### src/rtl/multi_edge_sync_pkg.sv
// Shared types and helpers for the multi-channel edge synchroniser.
package multi_edge_sync_pkg;

  typedef enum logic [1:0] {
    EDGE_OFF  = 2'b00,
    EDGE_RISE = 2'b01,
    EDGE_FALL = 2'b10,
    EDGE_BOTH = 2'b11
  } edge_mode_e;

  // 1 when a level toggle in the given direction qualifies under mode.
  function automatic logic edge_hit(input edge_mode_e mode, input logic rising);
    case (mode)
      EDGE_RISE: return rising;
      EDGE_FALL: return !rising;
      EDGE_BOTH: return 1'b1;
      default:   return 1'b0;
    endcase
  endfunction

endpackage

### src/rtl/edge_sync_chan.sv
// One channel: synchroniser chain, glitch filter, edge detect, sticky pending
// flag and saturating event counter.
module edge_sync_chan
  import multi_edge_sync_pkg::*;
#(
  parameter int unsigned SYNC_STAGES   = 2,
  parameter int unsigned FILTER_CYCLES = 4,
  parameter int unsigned CNT_W         = 8
) (
  input  logic             clk,
  input  logic             rst_n,
  input  logic             async_i,
  input  edge_mode_e       mode_i,
  input  logic             filt_en_i,
  input  logic             pend_clr_i,
  input  logic             cnt_clr_i,
  output logic             level_o,
  output logic             pulse_o,
  output logic             pend_o,
  output logic [CNT_W-1:0] cnt_o
);

  // The level register doubles as the final synchroniser stage, so the
  // explicit chain is one flop shorter than SYNC_STAGES.
  localparam int unsigned CHAIN = SYNC_STAGES - 1;
  localparam int unsigned FW    = $clog2(FILTER_CYCLES + 1);

  logic [CHAIN-1:0] sync_q;
  logic [FW-1:0]    fcnt_q, fcnt_d;
  logic             level_q, level_d;
  logic             pulse_q, pulse_d;
  logic             pend_q, pend_d;
  logic [CNT_W-1:0] cnt_q, cnt_d;
  logic [FW-1:0]    thr;
  logic             s;
  logic             accept;
  logic             hit;

  assign s   = sync_q[CHAIN-1];
  assign thr = filt_en_i ? FW'(FILTER_CYCLES) : FW'(1);

  always_comb begin
    fcnt_d  = fcnt_q;
    level_d = level_q;
    accept  = 1'b0;
    if (s == level_q) begin
      fcnt_d = '0;
    end else if (fcnt_q >= thr - FW'(1)) begin
      // >= rather than == so a threshold drop mid-count accepts at once
      accept  = 1'b1;
      level_d = s;
      fcnt_d  = '0;
    end else begin
      fcnt_d = fcnt_q + FW'(1);
    end

    hit     = accept & edge_hit(mode_i, s);
    pulse_d = hit;
    pend_d  = hit | (pend_q & ~pend_clr_i);

    cnt_d = cnt_q;
    if (cnt_clr_i) begin
      cnt_d = hit ? CNT_W'(1) : '0;
    end else if (hit && (cnt_q != '1)) begin
      cnt_d = cnt_q + CNT_W'(1);
    end
  end

  always_ff @(posedge clk or negedge rst_n) begin
    if (!rst_n) begin
      sync_q  <= '0;
      fcnt_q  <= '0;
      level_q <= 1'b0;
      pulse_q <= 1'b0;
      pend_q  <= 1'b0;
      cnt_q   <= '0;
    end else begin
      sync_q  <= (sync_q << 1) | CHAIN'(async_i);
      fcnt_q  <= fcnt_d;
      level_q <= level_d;
      pulse_q <= pulse_d;
      pend_q  <= pend_d;
      cnt_q   <= cnt_d;
    end
  end

  assign level_o = level_q;
  assign pulse_o = pulse_q;
  assign pend_o  = pend_q;
  assign cnt_o   = cnt_q;

endmodule

### src/rtl/multi_edge_sync.sv
// Multi-channel asynchronous level synchroniser and event detector.
module multi_edge_sync
  import multi_edge_sync_pkg::*;
#(
  parameter int unsigned N_CH          = 4,
  parameter int unsigned SYNC_STAGES   = 2,
  parameter int unsigned FILTER_CYCLES = 4,
  parameter int unsigned CNT_W         = 8
) (
  input  logic                  clk,
  input  logic                  rst,
  input  logic [N_CH-1:0]       async_in,
  input  logic [2*N_CH-1:0]     edge_mode,
  input  logic                  filt_en,
  input  logic [N_CH-1:0]       pend_clr,
  input  logic                  cnt_clr,
  output logic [N_CH-1:0]       sync_level,
  output logic [N_CH-1:0]       edge_pulse,
  output logic [N_CH-1:0]       pending,
  output logic [N_CH*CNT_W-1:0] evt_cnt
);

  for (genvar i = 0; i < N_CH; i++) begin : g_ch
    edge_sync_chan #(
      .SYNC_STAGES  (SYNC_STAGES),
      .FILTER_CYCLES(FILTER_CYCLES),
      .CNT_W        (CNT_W)
    ) u_chan (
      .clk       (clk),
      .rst_n     (rst),
      .async_i   (async_in[i]),
      .mode_i    (edge_mode_e'(edge_mode[2*i +: 2])),
      .filt_en_i (filt_en),
      .pend_clr_i(pend_clr[i]),
      .cnt_clr_i (cnt_clr),
      .level_o   (sync_level[i]),
      .pulse_o   (edge_pulse[i]),
      .pend_o    (pending[i]),
      .cnt_o     (evt_cnt[CNT_W*i +: CNT_W])
    );
  end

endmodule

### config.mk
export PLATFORM = sky130hd
export DESIGN_NAME = multi_edge_sync
export DESIGN_NICKNAME = d
export VERILOG_FILES = /design/src/rtl/multi_edge_sync_pkg.sv /design/src/rtl/edge_sync_chan.sv /design/src/rtl/multi_edge_sync.sv
export SDC_FILE = /design/constraint.sdc
export NUM_CORES = 1
export LEC_CHECK = 0
export BUFFER_PORTS_ARGS = -buffer_cell sky130_fd_sc_hd__buf_4
export CORE_ASPECT_RATIO = 1.25
export CORE_UTILIZATION = 53
export DETAILED_ROUTE_END_ITERATION = 7
export PLACE_DENSITY = 0.78
export REMOVE_ABC_BUFFERS = 1
export SETUP_SLACK_MARGIN = 0.15
export SYNTH_ARGS = -nofsm -noshare
export SYNTH_HDL_FRONTEND = slang
export SYNTH_SLANG_ARGS = --single-unit
### constraint.sdc
create_clock -name clk -period 3.8 [get_ports clk]
set_clock_uncertainty 0.15 [all_clocks]
set_input_delay 0.76 -clock clk [delete_from_list [all_inputs] [get_ports clk]]
set_output_delay 0.76 -clock clk [all_outputs]
set_load 0.02 [all_outputs]
Word level (Yosys, flattened, before mapping):

Index checks and enable logic that the tools add are counted.

* order comparisons: 4
* equality and inequality tests: 20
* bitwise operators: 20
* muxes and demuxes: 33
* reduce and logical (&&, ||, !) cells: 16
* $add $sub $neg: 9

Operators by type and width (count)
* $mux 8: 8
* $add 8x1->8 const B: 4
* $ne 8x8->1 const B: 4
* $mux 3: 9
* $eq 2x2->1 const B: 8
* $add 3x1->3 const B: 4
* $ge 3x3->1: 4
* $mux 1: 12
* $pmux 1 s3: 4
* $and 1x1->1: 8
* $eq 2x1->1 const B: 4
* $not 1->1: 8
* $reduce_and 2->1: 4
* $reduce_bool 2->1: 4
* $eq 1x1->1: 4
* $logic_and 1x1->1: 4
* $logic_not 1->1: 4
* $or 1x1->1: 4
* $sub 3x1->3 const B: 1

* output and inout bits: 44
* bits of input ports: 20
* register bits after elaboration: 60
* logic and storage cells: 126

Logic depth before layout (Yosys ltp):

* depth after elaboration: 9
* gate-level depth with buffers: 8
* depth with buffers taken out: 7

Cells and area by module:

From an unflattened synthesis, not the netlist that was laid out.

* cells, all modules: 292
* area total of the unflattened synthesis: 3103.0 um2

By module, submodules not included
* edge_sync_chan: cells an instance 73, area an instance 775.7 um2, times used 4, seq. area each 375.4 um2

Worst setup path after synthesis:

No wires, ideal clock.

* path kind: input-to-reg
* from: input port filt_en
* to: register g_ch[3].u_chan.cnt_q[1]
* path slack: 1.344 ns
* path buffers: 1
* data arrival time: 2.174 ns
* setup time: 0.132 ns
* required time: 3.518 ns
* stages on the path: 7
* cells stage by stage: ha_1 -> nand2b_1 -> a211oi_1 -> a311o_1 -> buf_6 -> mux2i_1 -> nor2_1

* cells in the longest elaborated chain, start to end: 8

Ends and longest elaborated chain
* start: declaration: RTL line multi_edge_sync.sv:14 `input logic filt_en,`
* $mux 3: RTL line edge_sync_chan.sv:40 `assign thr = filt_en_i ? FW'(FILTER_CYCLES) : FW'(1);`
* $sub 3x1->3: RTL line edge_sync_chan.sv:48 `end else if (fcnt_q >= thr - FW'(1)) begin`
* $ge 3x3->1: RTL line edge_sync_chan.sv:48
* $mux 1: RTL line edge_sync_chan.sv:48
* $mux 1: RTL line edge_sync_chan.sv:46 `if (s == level_q) begin`
* $and 1x1->1: RTL line edge_sync_chan.sv:57 `hit = accept & edge_hit(mode_i, s);`
* $logic_and 1x1->1: RTL line edge_sync_chan.sv:64 `end else if (hit && (cnt_q != '1)) begin`
* $reduce_bool 2->1 (no line)
* end signal: assignment: RTL line edge_sync_chan.sv:83 `cnt_q <= cnt_d;`
* end: declaration: RTL line edge_sync_chan.sv:33 `logic [CNT_W-1:0] cnt_q, cnt_d;`

No other way between the ends.
A chain may end at the register's enable or synchronous reset.

Final worst setup path:

Ends and elaborated chain as after synthesis.

==> impl_metrics.csv <==
group,metric,value,unit
run_status,status,"finished clean",
sta,rsz0062_at_grt,"false",
sta,report.final.slew_viol_count,0,
worst_setup_path,cpMaxStageDelayCell,"a211oi_1",
pwr,irDropWorstVdd,379,µV
clock_network,cts-hold-fix-buffers,0,
synth,seq_area_frac_synth,0.499,
synth,dominantRegCellSynth,"dfrtp_1",
worst_setup_path,ff2ff_path_depth,7,
layout,antenna_cells,0,
layout,regArea,0.00150,mm²
worst_setup_path,path_class,"primary input to flop",
global_route,grtUsageTotal,0.204,
global_route,grt_overflow_total,0,
synth,synth.avg_cell_area,10.4,µm²
drt,wl_per_cell,13.7,µm
worst_setup_path,critPathArrivalTime,2690,ps
sta,finalCritPeriodShare,0.693,
clock_network,cts_setup_buffers,0,
synth,synth_top_area_cell,"dfrtp_1",
layout,fillers,438,
sta,worstMarginPinSlew,736,ps
synth,synth_area,0.00301,mm²
sta,setup_viol,0,
die,die_h,86.2,µm
synth,synth_seq_cells,60,
hold_path,hold_class,"flop to flop",
worst_setup_path,worst_setup_path_start_kind,"primary input",
global_route,antenna_found_initial,0,
place,portBuffers,63,
global_route,grt_max_degree,61,
die,die_width,69.4,µm
sta,fin_setup_tns,0,ps
worst_setup_path,cp_top_family,"compound AO/OA/AOI/OAI gates",
sta,slew-limit-headroom,0.510,
drt,drt-total-wl,5690,µm
global_route,grt_pass1_vias,2240,
place,place.gp.congestion,0.732,
die,fp-row-count,30,
worst_setup_path,crit_fanout,13,
worst_setup_path,path_buf_inv,1,
die,core_area,0.00544,mm²
worst_setup_path,path_depth,7,
synth,synth-edff-count,0,
synth,netlist_top_cells_area,"dfrtp_1, ha_1, a21oi_1",
clock_network,cts.clk_slew.worst_paths,70,ps
layout,drive_gt1_frac,0.245,
clock_network,cts_inserted_buffers,9,
clock_network,cts_sinks,60,
sta,fmax,0.380,GHz
layout,multi_input_area,0.00134,mm²
worst_setup_path,cpPeakStageDelay,590,ps
clock_network,cts-resized-gates,0,
layout,post-route-util,0.678,
synth,netlist_instances,290,
job,cap_violations,0,
drt,final_antenna_net_count,0,
clock_network,cts_root_buf,"clkbuf_8",
sta,hold_violations,0,
drt,avgViaCountPerCell,5.64,
layout,nets,382,
worst_setup_path,end_kind,"flop",
die,ios,64,
synth,netlist-cell-type-count,43,
clock_network,cts_tree,"done",
worst_setup_path,worstPathRequired,3860,ps
layout,syn2layout_area_growth,22.7,%
drt,drt-initial-drc-count,124,
clock_network,htreeDepth,3,
clock_network,cts_buffer_depth,2,
drt,first_pass_iters,4,
die,dieArea,0.00598,mm²
clock_network,clk_latency,330,ps
sta,min_period,2630,ps
pwr,p_leak,1.73,nW
hold_path,hold-path-cell-count,1,
pwr,p_per_area,592,mW/mm²
place,hpwl,3870,µm
worst_setup_path,path_cells,"buf_4 -> ha_1 -> nand2b_1 -> a211oi_1 -> a311o_1 -> mux2i_1 -> nor2_1",
synth,synth_top_area_frac,0.499,
drt,drcViolationCount,0,
drt,num_vias,2339,
global_route,grt_pass1_wl,9720,µm
die,start_util,0.552,
synth,yosysWarnings,0,
synth,async_flop_share,1.00,
worst reg2reg max path: stages (launching register included):
cell      delay (ps)
dfrtp_1          380
inv_1             70
ha_1             220
nand2b_1         140
a211oi_1         590
a311o_1          490
mux2i_1          240
nor2_1            50
area by class of cell:
cell class	instances	share of cell area
flip-flops and latches	60	0.407
clock buffers	12	0.0420
clock inverters	4	0.0258
inverters	12	0.0122
multi-input cells	200	0.363
well taps	64	0.0217
repair buffers	63	0.128
through the flow:
stage / instances / area (µm²) / setup WS [ps] / hold WS, ps / power, W
floorplan: 272 / 2890 / 1310 / 289 / 0.00125
global placement: 399 / 3440 / 930 / 315 / 0.00147
detailed placement: 399 / 3440 / 924 / 324 / 0.00149
CTS: 415 / 3690 / 1190 / 342 / 0.00221
global route: 415 / 3690 / 1070 / 364 / 0.00233
finish: 415 / 3690 / 1170 / 333 / 0.00219
cells in the final DEF, fill, tap and decap left out, types with 2 or more instances in the layout:
cell type	count
nor4_1	3
nand2_1	15
buf_4	63
a211o_1	2
nand3b_1	5
nand2b_1	4
a22oi_1	3
xnor2_1	3
and4_1	2
nand3_1	17
nor2_1	15
o31ai_1	3
a21oi_1	19
o211ai_1	3
and3_4	2
inv_1	12
nor2b_1	8
bufinv_16	3
o21ai_0	12
ha_1	16
a211oi_1	4
or3_1	12
mux2_2	4
mux2i_1	4
nor3_1	5
clkbuf_8	11
o22ai_1	3
and4b_1	3
o21a_1	3
and2_1	12
nand4_1	4
dfrtp_1	60
or4_1	3
a21o_1	2
worst paths after layout:
check,start,slack [ps],to
worst max-delay path,filt_en,1170,g_ch[3].u_chan.cnt_o[1]$_DFFE_PN0P_
worst min-delay path,g_ch[0].u_chan.fcnt_q[0]$_DFF_PN0_,330,g_ch[0].u_chan.fcnt_q[0]$_DFF_PN0_
worst max register to register,g_ch[3].u_chan.fcnt_q[0]$_DFF_PN0_,1340,g_ch[3].u_chan.cnt_o[1]$_DFFE_PN0P_
worst min register to register,g_ch[0].u_chan.fcnt_q[0]$_DFF_PN0_,330,g_ch[0].u_chan.fcnt_q[0]$_DFF_PN0_
max in group asynchronous,rst,2680,g_ch[2].u_chan.fcnt_q[1]$_DFF_PN0_
min in group asynchronous,rst,350,g_ch[1].u_chan.pend_o$_DFF_PN0_
state kept, by name (all words and copies together), names as in the netlist:
register / cells
g_ch.u_chan.cnt_o: 32
g_ch.u_chan.fcnt_q: 12
g_ch.u_chan.level_o: 4
g_ch.u_chan.pend_o: 4
g_ch.u_chan.pulse_o: 4
g_ch.u_chan.s: 4
cells in the mapped netlist, types with 3 or more instances:
master    instances
ha_1             16
o31ai_1           3
or3_1            12
a22oi_1           3
nand2_1          15
mux2i_1           4
nand3_1          17
mux2_2            4
inv_1            12
and2_1           12
or4_1             3
xnor2_1           3
a21oi_1          19
nand4_1           4
nor4_1            3
dfrtp_1          60
nand2b_1          4
o211ai_1          3
o22ai_1           3
and4b_1           3
nand3b_1          5
buf_4            12
nor2_1           15
nor2b_1           8
clkbuf_1          5
a211oi_1          4
o21ai_0          12
nor3_1            5
o21a_1            3
power breakdown:
part	leakage, nW	total, W	switching [W]	internal, W
Sequential	0.807	0.000849	0.0000989	0.000750
Combinational	0.795	0.000625	0.000343	0.000281
Clock	0.127	0.000712	0.000241	0.000471
Total	1.73	0.00219	0.000683	0.00150
per-layer routing:
| layer | vias to the layer above | GRT usage | share of wire |
|---|---|---|---|
| li1 | 1156 | - | - |
| met1 | 1128 | 0.253 | 0.45 |
| met2 | 48 | 0.342 | 0.50 |
| met3 | 7 | 0.0465 | 0.037 |
| met4 | 0 | 0.0891 | 0.014 |
| met5 | - | 0 | 0 |
cell families after synthesis:
family                     count (synthesis)  share of synthesized area
DFF                                       60                      0.499
muxes                                      8                     0.0283
buffers and inverters                     30                     0.0549
and+or+nand+nor                          112                      0.212
AOI/OAI and AO/OA                         60                      0.127
xor gates and xnor gates                   4                     0.0117
adders and majority gates                 16                     0.0666
Note: power is estimated with default switching activity, not from simulation.
